### config.mk
export PLATFORM = sky130hd
export DESIGN_NAME = dcm_reset_seq_flat
export DESIGN_NICKNAME = d
export VERILOG_FILES = /design/src/rtl/dcm_reset_seq_if.sv /design/src/rtl/dcm_reset_seq.sv /design/src/flat_wrapper.sv
export SDC_FILE = /design/constraint.sdc
export NUM_CORES = 1
export LEC_CHECK = 0
export BUFFER_PORTS_ARGS = -buffer_cell sky130_fd_sc_hd__buf_2
export CORE_MARGIN = 1
export CORE_UTILIZATION = 40
export DETAILED_ROUTE_END_ITERATION = 8
export GPL_TIMING_DRIVEN = 0
export PLACE_DENSITY = 0.65
export SLEW_MARGIN = 20
export SYNTH_ARGS = -nofsm -noshare
export SYNTH_HDL_FRONTEND = slang
export SYNTH_SLANG_ARGS = --single-unit
### constraint.sdc
create_clock -name clock -period 3.63 [get_ports clock]
set_input_delay 0.726 -clock clock [delete_from_list [all_inputs] [get_ports clock]]
set_output_delay 0.726 -clock clock [all_outputs]
set_load 0.01 [all_outputs]
### src/rtl/dcm_reset_seq_if.sv
// Signal bundle between the DCM reset sequencer, the DCM it drives and the
// logic clocked from the DCM outputs.
interface dcm_reset_seq_if;
  logic       locked;
  logic       dcm_reset;
  logic       reset_o;
  logic       ready;
  logic [7:0] retries;

  modport master (
    input  locked,
    output dcm_reset,
    output reset_o,
    output ready,
    output retries
  );

  modport slave (
    output locked,
    input  dcm_reset,
    input  reset_o,
    input  ready,
    input  retries
  );
endinterface

### src/rtl/dcm_reset_seq.sv
// DCM reset sequencer: pulses the DCM reset, waits for a stable lock, then
// releases the system reset; re-pulses on lock timeout or lock loss.
module dcm_reset_seq #(
  parameter int unsigned DCMRST_CYCLES = 8,
  parameter int unsigned LOCK_TIMEOUT  = 65535,
  parameter int unsigned STABLE_CYCLES = 1024
) (
  input  logic            clock,
  input  logic            reset,
  dcm_reset_seq_if.master bus
);

  typedef enum logic [1:0] {
    ST_DCMRST   = 2'd0,
    ST_WAITLOCK = 2'd1,
    ST_STABLE   = 2'd2,
    ST_RUN      = 2'd3
  } state_t;

  localparam logic [15:0] DCMRST_LAST = 16'(DCMRST_CYCLES - 1);
  localparam logic [15:0] LOCK_LAST   = 16'(LOCK_TIMEOUT - 1);
  localparam logic [15:0] STABLE_LAST = 16'(STABLE_CYCLES - 1);

  logic        sync_meta;
  logic        locked_s;
  state_t      state;
  state_t      state_next;
  logic [15:0] count;
  logic [15:0] count_next;
  logic [7:0]  retries;
  logic [7:0]  retries_next;
  logic        retry_event;
  logic        dcm_reset_q;
  logic        reset_o_q;
  logic        ready_q;

  // locked comes from the DCM and is asynchronous to clock
  always_ff @(posedge clock or posedge reset) begin
    if (reset) begin
      sync_meta <= 1'b0;
      locked_s  <= 1'b0;
    end else begin
      sync_meta <= bus.locked;
      locked_s  <= sync_meta;
    end
  end

  // Outputs are decoded from the next state so they change on the same edge
  // as the state and never see a combinational path from locked.
  always_ff @(posedge clock or posedge reset) begin
    if (reset) begin
      state       <= ST_DCMRST;
      count       <= '0;
      retries     <= '0;
      dcm_reset_q <= 1'b1;
      reset_o_q   <= 1'b1;
      ready_q     <= 1'b0;
    end else begin
      state       <= state_next;
      count       <= count_next;
      retries     <= retries_next;
      dcm_reset_q <= (state_next == ST_DCMRST);
      reset_o_q   <= (state_next != ST_RUN);
      ready_q     <= (state_next == ST_RUN);
    end
  end

  always_comb begin
    state_next  = state;
    retry_event = 1'b0;
    case (state)
      ST_DCMRST: begin
        if (count == DCMRST_LAST) state_next = ST_WAITLOCK;
      end
      ST_WAITLOCK: begin
        if (locked_s) begin
          state_next = ST_STABLE;
        end else if (count == LOCK_LAST) begin
          state_next  = ST_DCMRST;
          retry_event = 1'b1;
        end
      end
      ST_STABLE: begin
        if (!locked_s) begin
          state_next = ST_WAITLOCK;
        end else if (count == STABLE_LAST) begin
          state_next = ST_RUN;
        end
      end
      ST_RUN: begin
        if (!locked_s) begin
          state_next  = ST_DCMRST;
          retry_event = 1'b1;
        end
      end
      default: state_next = ST_DCMRST;
    endcase

    // The count may wrap while sitting in RUN; nothing there looks at it.
    count_next   = (state_next != state) ? 16'd0 : count + 16'd1;
    retries_next = (retry_event && (retries != 8'hFF)) ? retries + 8'd1 : retries;
  end

  assign bus.dcm_reset = dcm_reset_q;
  assign bus.reset_o   = reset_o_q;
  assign bus.ready     = ready_q;
  assign bus.retries   = retries;

endmodule

### src/flat_wrapper.sv
// flat-port wrapper written by rule: the top's interface ports become plain ports
module dcm_reset_seq_flat 
#(
  parameter int unsigned DCMRST_CYCLES = 8,
  parameter int unsigned LOCK_TIMEOUT  = 65535,
  parameter int unsigned STABLE_CYCLES = 1024
)
  (clock, reset, bus_locked, bus_dcm_reset, bus_reset_o, bus_ready, bus_retries);
  dcm_reset_seq_if bus_i ();
  input  logic clock;
  input  logic reset;
  input wire logic [$bits(bus_i.locked)-1:0] bus_locked;
  output wire logic [$bits(bus_i.dcm_reset)-1:0] bus_dcm_reset;
  output wire logic [$bits(bus_i.reset_o)-1:0] bus_reset_o;
  output wire logic [$bits(bus_i.ready)-1:0] bus_ready;
  output wire logic [$bits(bus_i.retries)-1:0] bus_retries;
  assign bus_i.locked = bus_locked;
  assign bus_dcm_reset = bus_i.dcm_reset;
  assign bus_reset_o = bus_i.reset_o;
  assign bus_ready = bus_i.ready;
  assign bus_retries = bus_i.retries;
  dcm_reset_seq #(.DCMRST_CYCLES(DCMRST_CYCLES), .LOCK_TIMEOUT(LOCK_TIMEOUT), .STABLE_CYCLES(STABLE_CYCLES)) u_core (.clock(clock), .reset(reset), .bus(bus_i));
endmodule
* After elaboration in Yosys (flattened, before gate mapping)
Index checks and enable logic that the tools add are counted.
** Word-level totals
- Flip-flop bits (word level) :: 31
- Input bits :: 3
- Output and inout bits :: 11
- Logic and storage cells :: 35
** Cells by class
- Add/sub/neg operators :: 2
- Equality and inequality tests :: 10
- Multiplexer cells :: 12
- Reductions and logical operators :: 3
** Operators by type and width (count)
- 16-bit by 1-bit adder with 16-bit output, second input constant :: 1
- 16-bit by 10-bit equality test with 1-bit output, second input constant :: 1
- 16-bit equality test, second input constant :: 1
- 16-bit by 3-bit equality test with 1-bit output, second input constant :: 1
- 16-bit 2-to-1 mux :: 1
- 2-bit 2-to-1 mux :: 6
- 8-bit by 1-bit adder with 8-bit output, second input constant :: 1
- 8-bit != test, second input constant :: 1
- 2-bit one-hot mux with 4 select lines :: 1
- 2-bit equality test, second input constant :: 3
- 2-bit zero test :: 2
- 1-bit 2-to-1 mux :: 3
- 2-bit by 1-bit equality test with 1-bit output, second input constant :: 1
- 2-bit != test :: 1
- 2-bit != test, second input constant :: 1
- 1-bit one-hot mux with 2 select lines :: 1
- 1-bit logical AND :: 1

* Logic depth before layout (Yosys ltp)
Gate-level depths: netlist (run 1).
- Word-level depth :: 6
- Mapped depth :: 8
- Gate-level depth less buffers :: 7

* Worst setup path before layout (run 1)
Ideal clock, no wire load.
- Path type :: reg-to-reg
- Start :: register u_core.count[3]
- End :: register u_core.count[3]
- Setup time :: 0.127 ns
- Data arrival time :: 1.734 ns
- Required time :: 3.503 ns
- Path slack :: 1.768 ns
- Stages on the path, launching flop included :: 6
- Buffers on the path :: 0
- Period minus slack after synthesis :: 1.862 ns
- Cell sequence :: dfrtp_1 or4_2 o41ai_2 o211ai_2 o21bai_4 nor3_1
** On the way
- Cells in the longest elaborated chain, start to end :: 6
- Elaborated cells between the ends (all ways) :: 12
- Classes of those cells :: 1 x add/sub; 4 x eq/ne; 7 x mux
** RTL lines
- start: declaration :: RTL line dcm_reset_seq.sv:28 : logic [15:0] count;
- start signal: assignment :: RTL line dcm_reset_seq.sv:60 : count <= count_next;
- 16-bit by 10-bit equality test with 1-bit output / 16-bit equality test (equally long branches) :: RTL line dcm_reset_seq.sv:86, dcm_reset_seq.sv:78
- 2-bit 2-to-1 mux (on tied branches) :: RTL line dcm_reset_seq.sv:86, dcm_reset_seq.sv:78
- 2-bit 2-to-1 mux (on tied branches) :: RTL line dcm_reset_seq.sv:84, dcm_reset_seq.sv:76
- 2-bit one-hot mux with 4 select lines :: RTL line dcm_reset_seq.sv:71 : case (state)
- 2-bit != test :: RTL line dcm_reset_seq.sv:100 : count_next = (state_next != state) ? 16'd0 : count + 16'd1;
- 16-bit 2-to-1 mux (*) :: RTL line dcm_reset_seq.sv:100
- via u_core.count_next[3] :: RTL line dcm_reset_seq.sv:29 : logic [15:0] count_next;
Mark *: on every way through the listed nets, which the timed path passes. The rest lies on a longest branch.
A chain may end at the register's enable or synchronous reset.

* Worst setup path in the final report (run 1)
- Start :: register u_core.count[11]
- End :: register u_core.count[5]
** On the way
- Cells in the longest elaborated chain, start to end :: 6
- Elaborated cells between the ends (all ways) :: 11
- Classes of those cells :: 4 x eq/ne; 7 x mux
** RTL lines (RTL line)
- 16-bit by 10-bit equality test with 1-bit output / 16-bit equality test (equally long branches) :: dcm_reset_seq.sv:86, dcm_reset_seq.sv:78
- 2-bit 2-to-1 mux (on tied branches) :: dcm_reset_seq.sv:86, dcm_reset_seq.sv:78
- 2-bit 2-to-1 mux (on tied branches) :: dcm_reset_seq.sv:84, dcm_reset_seq.sv:76
- 2-bit one-hot mux with 4 select lines (*) :: dcm_reset_seq.sv:71
- 2-bit != test (*) :: dcm_reset_seq.sv:100
- 16-bit 2-to-1 mux (*) :: dcm_reset_seq.sv:100
- via u_core.count_next[5] :: dcm_reset_seq.sv:29
Marked as above.

==> results of run 1 <==
logic make-up after synthesis:
family	Yosys count	synth area share (%)
AO/OA/AOI/OAI	13	8.01
XOR/XNOR	18	9.99
adder cells (fa/ha/maj)	3	2.38
buffers and inverters	9	2.22
flip-flops	31	49.3
multiplexers	3	2.14
AND/OR/NAND/NOR	69	25.9
per-layer routing:
metal  up-vias  GRT usage, %  share of wire, %
met5         -             0                 0
met4         0          6.94               1.0
met3         3          5.81               3.6
met2        21          27.0                49
met1       569          20.2                46
li1        554             -                 -
state kept, by name, summed over array words and instances, names as in the netlist:
name,count
u_core.locked_s,1
u_core.bus.ready,1
u_core.bus.reset_o,1
u_core.bus.retries,8
u_core.bus.dcm_reset,1
u_core.sync_meta,1
u_core.count,16
u_core.state,2
worst max-delay path, cell delays in order, from the launching register on:
cell	delay [ns]
dfrtp_1	0.42
or4_4	0.56
nor4_1	0.49
o211ai_2	0.20
o21bai_4	0.25
nor2_1	0.09
stage by stage:
stage               hold WS (ns)  std cells  power [mW]  utilization, %
floorplan                  0.331        146       0.643               -
global placement           0.354        207       0.709            45.8
detailed placement         0.360        207       0.721            45.8
CTS                        0.373        215       0.984            48.0
global route               0.377        215        1.04            48.0
finish                     0.373        215       0.969            48.0
final cells by class:
type,instances,share of cell area (%)
Inverter,6,1.26
Clock inverter,1,0.281
Timing Repair Buffer,13,3.65
Multi-Input combinational cell,106,42.8
Clock buffer,7,4.28
Buffer,3,0.701
Sequential cell,31,43.6
Tap cell,48,3.37
synth_stat cells (2+ instances only):
master	count	share of area, %
mux2_2	3	2.1
dfrtp_1	29	46
nor2_1	18	4.3
dfstp_2	2	3.3
clkbuf_1	2	0.48
nand3_1	14	4.4
nor3_1	5	1.6
xnor2_1	7	3.9
nand2_1	10	2.4
o21a_1	3	1.4
nand2b_1	2	0.79
xor2_1	11	6.1
nor4_2	3	2.4
ha_1	3	2.4
inv_1	6	1.4
nand4_1	3	1.2
power by group:
group	internal [mW]	switching (mW)	total, mW
clock network	0.134	0.124	0.258
logic	0.104	0.141	0.245
registers	0.405	0.0607	0.466
worst paths after layout:
path                                   from                    end  slack (ns)  depth (start not counted)
max                        u_core.count[11]        u_core.count[5]        1.50                          5
min                        u_core.sync_meta        u_core.locked_s        0.37                          0
max reg2reg                u_core.count[11]        u_core.count[5]        1.50                          5
min reg2reg                u_core.sync_meta        u_core.locked_s        0.37                          0
max in group asynchronous             reset  u_core.bus.retries[7]        2.69                          2
min in group asynchronous             reset        u_core.state[0]        0.53                          2
==> impl_results.md, run 1 <==
- Run status: finished clean
- Total grt overflow: 0
- FF+latch count, synth: 31
- Final GP Congestion: ~0.89
- Setup TNS: 0 ns
- Relative slew margins: 57.6%
- Main synth FF type: dfrtp_1
- Final-report hold violation count: 0
- Final Cycle Share: about three fifths
- DP HPWL: around 2.1 mm
- Root Buffer: clkbuf_8
- GRT Total Usage: between 10% and 20%
- Row count: 22
- Initial antenna violation count: 0
- Hold crit path type: flip-flop to flip-flop
- Worst-path fanout max: 7
- Worst Setup Slack, final: 1.50 ns
- Proportion of layout cells with a drive suffix above 1: between 20% and 30%
- Effective utilization at floorplan: 42.5%
- Cts hold-fix bufs: 0
- Crit. End Element: flip-flop
- Count of final setup violators: 0
- Clock buffer depth: 2
- RSZ-0062 raised after global routing: false
- First-pass GRT wire length: 5.21 mm
- Antenna Cells: 0
- Post-Syn Nets: 152
- Mean Syn Cell Area: 10.8 sq um
- Type of origin of the critical path: flip-flop
- Number of buffers created by CTS: 5
- Overall die height: roughly 65 microns
- Slew @ Worst Pin: between 0.6 and 0.7 ns
- Die area: ~4200 sq um
- WP data required: roughly 3.8 ns
- DR WL/cell: around 14 microns
- Largest net degree at the start of global routing: 32
- Final layout net count: about 170
- Mapped Cells: 146
- Post_cts resized: 0
- Clock Latency Late Sink: approximately 0.28 ns
- Final wirelength: around 2.9 mm
- Fmax achieved: 0.469 GHz
- CTS tree: built
- Register area share after synthesis: 49.3%
- Vias in the first global route: 1148
- CP Class: flip-flop to flip-flop
- Worst-case vdd ir drop: roughly 0.23 mV
- DRC Markers: 0
- IO Port Bufs: 13
- Via count: about 1100
- DR iter-0 viols: 68
- Setup Skew: around 0.0034 ns
- Synth warn: 0
- Area grow syn2layout: 13.1%
- Number of synthesized flops with an enable pin: 0
- Asr flop ratio synth: between 90% and 100%
- Synth cell types: roughly 40
- Final Instance Area: approximately 1800 sq um
- Top-level I/O count: 14
- Register area: 778 sq um
- Antenna Nets Post-Route: 0
- Cell area after synthesis: between 1500 and 2000 sq um
- Max-slew violations: 0
- Multi-input logic area: between 700 and 800 sq um
- Placement Setup Slack: between 1.5 and 2 ns
- Clock sink count: 31
- Power Dens Cells: 543 nW/um^2
- Most frequent cells in the layout: 29 x dfrtp_1, 18 x nor2_1, 14 x nand3_1, 14 x buf_2, 11 x xor2_1
- Core Region: roughly 3700 sq um
- Clk pin slew, worst setup/hold paths: ~0.060 ns
- Detailed-router iteration count before antenna repair: 4
- Total of fill cells in the finished design: 363
- Post-CTS setup buffers: 0
- Die X: roughly 65 microns
- Most common cell after layout, fill and taps aside: dfrtp_1
- Crit path time final: 2.13 ns
- Max H-tree Level: 2
- Leak: a little over 0.8 nW
- Vias per inst: ~5.3
- Placed Instance Area: 1700 sq um
- WP data arrival: 2.29 ns
- Max Cap Viol: 0
Note: power is estimated with default switching activity, not from simulation.
==> inputs of run 2 (changes only) <==
Settings changed: PLACE_DENSITY 0.65 to 0.67.
Clock period 3.63 ns to 1.85 ns, I/O delays scaled along.
==> run 2 against run 1 <==
- the run now ends with negative setup slack left
- sequential share of layout area down 4.1 points
- clock skew grew 0.0061 ns
- utilization grew 5.5 points
- critical endpoint unchanged
==> impl_results.md, run 2 (synthesis results as in run 1) <==
- Run status: finished with violations
- Failing checks: negative setup slack
- First-pass GRT wire length: 5.20 mm (-0.27%)
- Setup TNS: -1.14 ns (-1.14 ns)
- Largest register FFs: 16 (unchanged)
- CP Class: flip-flop to flip-flop
- # placed instances: 207 (unchanged)
- Clock share of power: 24.0% (-2.6 points)
- Antenna Nets Post-Route: 0 (unchanged)
- Cts hold-fix bufs: 0 (unchanged)
- Final Cycle Share: 108% (+49 points)
- Hold crit path type: input pin to asynchronous set/reset pin
- WP data required: 2.01 ns (-1.78 ns)
- Initial antenna violation count: 0 (unchanged)
- DR WL/cell: 14.5 microns (+7.1%)
- Final wirelength: 3.27 mm (+12%)
- Biggest registers after layout: u_core.count: 16 flops, u_core.bus.retries: 8 flops, u_core.state: 2 flops
- Clock Latency Late Sink: 0.28 ns (about the same)
- IO Port Bufs: 13 (unchanged)
- Placed Instance Area: 1720 sq um (+1.0%)
- Max H-tree Level: 2 (unchanged)
- RSZ-0062 raised after global routing: true
- DP HPWL: 2.06 mm (-1.1%)
- Core Region: 3720 sq um (unchanged)
- CTS tree: built
- CP cell instances: or4_4 -> o41ai_4 -> o211ai_2 -> o21bai_4 -> nor2_1
- Sw power: 0.672 mW (+110%)
- Type of origin of the critical path: flip-flop
- Fmax achieved: 0.500 GHz (+6.5%)
- Clock sink count: 31 (unchanged)
- Total of fill cells in the finished design: 332 (-8.5%)
- Multi-input logic area: 870 sq um (+14%)
- Overall die height: 64.8 microns (unchanged)
- Die X: 64.8 microns (unchanged)
- Most flops, register: u_core.count
- Register area: 785 sq um (+0.80%)
- Worst-path fanout max: 7 (unchanged)
- Relative slew margins: 55.6% (-2.0 points)
- DRC Markers: 0 (unchanged)
- Leak: 0.913 nW (+11%)
- Final layout net count: 183 (+6.4%)
- Row count: 22 (unchanged)
- Via count: 1190 (+3.7%)
- Count of final setup violators: 11 (+11)
- Crit. End Element: flip-flop
- Die area: 4200 sq um (unchanged)
- Effective utilization at floorplan: 42.5% (unchanged)
- Clk pin slew, worst setup/hold paths: 0.06 ns (about the same)
- Clock buffer depth: 2 (unchanged)
- Final Instance Area: 1990 sq um (+11%)
- P_int: 1.34 mW (+110%)
- Slowest CP cell: or4_4
- Setup Skew: 0.00951 ns (+0.00612 ns)
- Slew @ Worst Pin: 0.662 ns (+0.0313 ns)
- Vias per inst: 5.29 (-0.86%)
- DR iter-0 viols: 46 (-32%)
- Final GP Congestion: 0.872 (-1.7%)
- Sequential power share: 45.5% (-2.6 points)
- Antenna Cells: 0 (unchanged)
- Cell Count, Final, Fillers Out: 225 (+4.7%)
- Peak per-stage delay on the critical path: 0.55 ns (about the same)
- Area grow syn2layout: 25.9%
- Crit path time final: 2.00 ns (-0.130 ns)
- Top-level I/O count: 14 (unchanged)
- Net Sw Frac: 33.5% (-0.12 points)
- CP bufs+invs: 0 (unchanged)
- Power Dens Cells: 1010 nW/um^2 (+86%)
- Largest net degree at the start of global routing: 32 (unchanged)
- GRT Total Usage: 16.9% (+0.22 points)
- Max-slew violations: 0 (unchanged)
- Most common cell after layout, fill and taps aside: dfrtp_1
- Proportion of layout cells with a drive suffix above 1: 37.3% (+12 points)
- Final-report hold violation count: 0 (unchanged)
- Total grt overflow: 0 (unchanged)
- CP delay by family, top: compound AO/OA/AOI/OAI gates
- Detailed-router iteration count before antenna repair: 4 (unchanged)
- Max Cap Viol: 0 (unchanged)
- Root Buffer: clkbuf_8
- Worst Setup Slack, final: -0.151 ns (-1.65 ns)
- Vias in the first global route: 1119 (-2.5%)
- Worst-case vdd ir drop: 0.671 mV (+190%)
- Most frequent cells in the layout: 24 x dfrtp_1, 18 x nor2_1, 13 x nand3_1, 13 x buf_2
- Combinational fraction of design power: 30.5% (+5.2 points)
- WP data arrival: 2.16 ns (-0.13 ns)
- Number of buffers created by CTS: 5 (unchanged)
## run 2: changes by cell type in the layout (fill, tap and decap cells not counted), sizes merged
cell	delta
buf	+12
clkbuf	-1
clkinv	-1
## run 2: timing repair
item | CTS | global route
pin swaps | 11 | 10
setup endpoints to repair | 11 | 13
setup buffers | 7 | 6
cloned | 0 | 0
gates resized for setup | 8 | 15
## run 2: layout make-up
cell class / count / area share (%)
multi-input cells: 106 / 43.8
clock buffers: 7 / 3.84
repair buffers: 25 / 8.19
inverters: 6 / 1.13
well taps: 48 / 3.02
plain buffers: 2 / 0.567
flip-flops and latches: 31 / 39.5
## run 2: layer usage
metal	global-route usage (%)	wire length (microns)	part of all wire [%]	vias to the layer above
li1	-	-	-	573
met1	21.0	1470	45	587
met2	25.8	1600	49	24
met3	6.51	133	4.1	6
met4	8.06	63	1.9	0
met5	0	0	0	-
## run 2: path summary, 6_finish.rpt
path	startpoint	end	slack [ns]	cells after the start
max in group asynchronous	reset	u_core.count[5]	1.22	2
worst min-delay path	reset	u_core.count[14]	0.16	2
min in group clock	bus_locked	u_core.sync_meta	0.20	1
worst min register to register	u_core.sync_meta	u_core.locked_s	0.35	0
worst max register to register	u_core.count[8]	u_core.count[5]	-0.15	5
worst max-delay path	u_core.count[8]	u_core.count[5]	-0.15	5
## run 2: stage by stage
stage               setup WS, ns  hold WS (ns)  util [%]  power [mW]
finish                    -0.151         0.162      53.5        2.01
global route              -0.217         0.187      53.5        2.14
CTS                       -0.136         0.192      50.5        1.95
detailed placement        -0.166         0.339      46.3        1.43
global placement          -0.176         0.334      46.3        1.41
floorplan                0.00223         0.331         -        1.28
## run 2: worst reg2reg max path, cell delays in order (launching register included)
cell and delay (ns):
dfrtp_2 0.42, or4_4 0.55, o41ai_4 0.41, o211ai_2 0.18
o21bai_4 0.24, nor2_1 0.07
## run 2: power groups by stage
stage | logic, mW | registers, mW | clock network (mW)
floorplan | 0.351 | 0.930 | 0
global placement | 0.490 | 0.920 | 0
detailed placement | 0.499 | 0.928 | 0
CTS | 0.544 | 0.912 | 0.497
global route | 0.682 | 0.934 | 0.521
finish | 0.613 | 0.914 | 0.483
==> inputs of run 3 (changes only) <==
Settings changed: SETUP_SLACK_MARGIN set to 0.4, TNS_END_PERCENT set to 20.
==> run 3 against run 2 <==
- the flow still finishes with violations (negative setup slack)
- critical path depth did not move
- register-to-register slack got worse by 0.02 ns
- clock skew fell by 0.0048 ns
- design area did not move
- worst setup slack got worse by 0.016 ns
- fmax fell by 0.77%
- sequential power fell by 0.7%
- global-route usage rose by 0.23 points
- combinational power rose by 1%
- worst hold slack got worse by 0.0019 ns
- critical path type unchanged
- largest cell class unchanged
- largest power group unchanged
==> impl_results.md, run 3 (synthesis results as in run 1) <==
- Max-slew violations: 0 (unchanged)
- Vias in the first global route: 1169 (+4.5%)
- Final Instance Area: 1990 sq um (unchanged)
- Die X: 64.8 microns (unchanged)
- Fmax achieved: 0.496 GHz (-0.77%)
- Clock sink count: 31 (unchanged)
- Largest register FFs: 16 (unchanged)
- Final wirelength: 3.15 mm (-3.8%)
- Hold WS: 0.160 ns (-0.00189 ns)
- Effective utilization at floorplan: 42.5% (unchanged)
- Crit path from: u_core.count[10]
- Leak: 0.915 nW (+0.21%)
- Peak per-stage delay on the critical path: 0.56 ns (about the same)
- Via count: 1213 (+1.9%)
- Most frequent cells in the layout: 26 x dfrtp_1, 18 x nor2_1, 13 x nand3_1, 13 x buf_2
- Most flops, register: u_core.count
- Worst Setup Slack, final: -0.166 ns (-0.0155 ns)
- Antenna Cells: 0 (unchanged)
- Final GP Congestion: 0.856 (-1.8%)
- Overall die height: 64.8 microns (unchanged)
- Clock buffer depth: 2 (unchanged)
- Type of origin of the critical path: flip-flop
- Row count: 22 (unchanged)
- Max H-tree Level: 2 (unchanged)
- Relative slew margins: 57.5% (+1.9 points)
- Core Region: 3720 sq um (unchanged)
- Crit. End Element: flip-flop
- Area grow syn2layout: 25.9% (unchanged)
- Top-level I/O count: 14 (unchanged)
- CP bufs+invs: 0 (unchanged)
- Worst-path fanout max: 7 (unchanged)
- P_int: 1.43 mW (+6.7%)
- Max Cap Viol: 0 (unchanged)
- Die area: 4200 sq um (unchanged)
- IO Port Bufs: 13 (unchanged)
- Slew @ Worst Pin: 0.637 ns (-0.0251 ns)
- Failing checks: negative setup slack
- Combinational fraction of design power: 29.2% (-1.3 points)
- CTS tree: built
- DR WL/cell: 13.9 microns (-4.6%)
- Cts hold-fix bufs: 0 (unchanged)
- Final-report hold violation count: 0 (unchanged)
- Root Buffer: clkbuf_8
- Count of final setup violators: 11 (unchanged)
- FF-to-FF Start: u_core.count[10]
- Initial antenna violation count: 0 (unchanged)
- Proportion of layout cells with a drive suffix above 1: 38.0% (+0.70 points)
- Worst-case vdd ir drop: 0.550 mV (-18%)
- Power Dens Cells: 1070 nW/um^2 (+5.6%)
- Final Cycle Share: 109% (+0.84 points)
- First-pass GRT wire length: 5.29 mm (+1.7%)
- WP data required: 2.02 ns (about the same)
- Final layout net count: 184 (+0.55%)
- Placed Instance Area: 1720 sq um (unchanged)
- WP data arrival: 2.19 ns (+0.03 ns)
- Slowest CP cell: or4_4
- Total of fill cells in the finished design: 323 (-2.7%)
- Total grt overflow: 0 (unchanged)
- Largest net degree at the start of global routing: 32 (unchanged)
- DRC Markers: 0 (unchanged)
- CP delay by family, top: compound AO/OA/AOI/OAI gates
- Setup Skew: 0.00469 ns (-0.00482 ns)
- Run status: finished with violations
- Clk pin slew, worst setup/hold paths: 0.07 ns (about the same)
- Number of buffers created by CTS: 5 (unchanged)
- Antenna Nets Post-Route: 0 (unchanged)
- CP Class: flip-flop to flip-flop
- Clock share of power: 28.0% (+4.0 points)
- Sequential power share: 42.8% (-2.7 points)
- Detailed-router iteration count before antenna repair: 4 (unchanged)
- Sw power: 0.694 mW (+3.3%)
- Clock Latency Late Sink: 0.29 ns (about the same)
- Net Sw Frac: 32.7% (-0.73 points)
- DR iter-0 viols: 47 (+2.2%)
- Most common cell after layout, fill and taps aside: dfrtp_1
- CP cell instances: or4_4 -> o41ai_4 -> o211ai_2 -> o21bai_4 -> nor2_1
- GRT Total Usage: 17.2% (+0.23 points)
- Vias per inst: 5.34 (+1.0%)
- Crit path time final: 2.02 ns (+0.0155 ns)
- DP HPWL: 1.92 mm (-7.1%)
- RSZ-0062 raised after global routing: true
- Hold crit path type: input pin to asynchronous set/reset pin
- Biggest registers after layout: u_core.count: 16 flops, u_core.bus.retries: 8 flops, u_core.state: 2 flops
## run 3: worst paths after layout
path	to	slack, ns	cells past startpoint
setup / recovery	u_core.count[10]	-0.17	5
hold / removal	u_core.bus.ready	0.16	2
setup reg to reg	u_core.count[10]	-0.17	5
hold reg to reg	u_core.locked_s	0.36	0
max in group asynchronous	u_core.count[4]	1.24	2
min in group clock	u_core.sync_meta	0.19	1
## run 3: what timing repair did
item / CTS / global route
gates resized for setup: 13 / 6
buffers inserted: 8 / 4
cloned: 0 / 0
pin swaps: 9 / 8
setup endpoints to repair: 28 / 28
## run 3: layout make-up
type,instances,area (sq um),share of cell area (%)
clock inverter,1,7.51,0.378
multi-input combinational,106,840,42.3
timing repair buffer,25,159,8.00
sequential,31,782,39.4
clock buffer,7,96.3,4.85
tap,48,60.1,3.02
inverter,6,22.5,1.13
buffer,3,20.0,1.01
## run 3: routing by layer
metal	global-route usage, %	up-vias	share of wire (%)
met5	0	-	0
met4	10.8	0	2.2
met3	5.63	8	3.3
met2	27.0	25	51
met1	20.1	599	44
li1	-	581	-
## run 3: through the flow
step	total power [mW]	TNS, ns	instances	setup slack [ns]	utilization (%)
4_1_cts	2.10	-1.05	223	-0.155	52.1
3_3_place_gp	1.41	-1.54	207	-0.179	46.3
3_5_place_dp	1.43	-1.48	207	-0.186	46.3
2_1_floorplan	1.28	0	146	0.00240	-
6_report	2.12	-1.33	227	-0.166	53.5
5_1_grt	2.25	-2.30	227	-0.242	53.5
## run 3: power groups by stage
stage / combinational (mW) / sequential [mW] / clock [mW]
2_1_floorplan: 0.351 / 0.930 / 0
3_3_place_gp: 0.494 / 0.920 / 0
3_5_place_dp: 0.503 / 0.925 / 0
4_1_cts: 0.591 / 0.907 / 0.605
5_1_grt: 0.688 / 0.926 / 0.637
6_report: 0.620 / 0.908 / 0.594
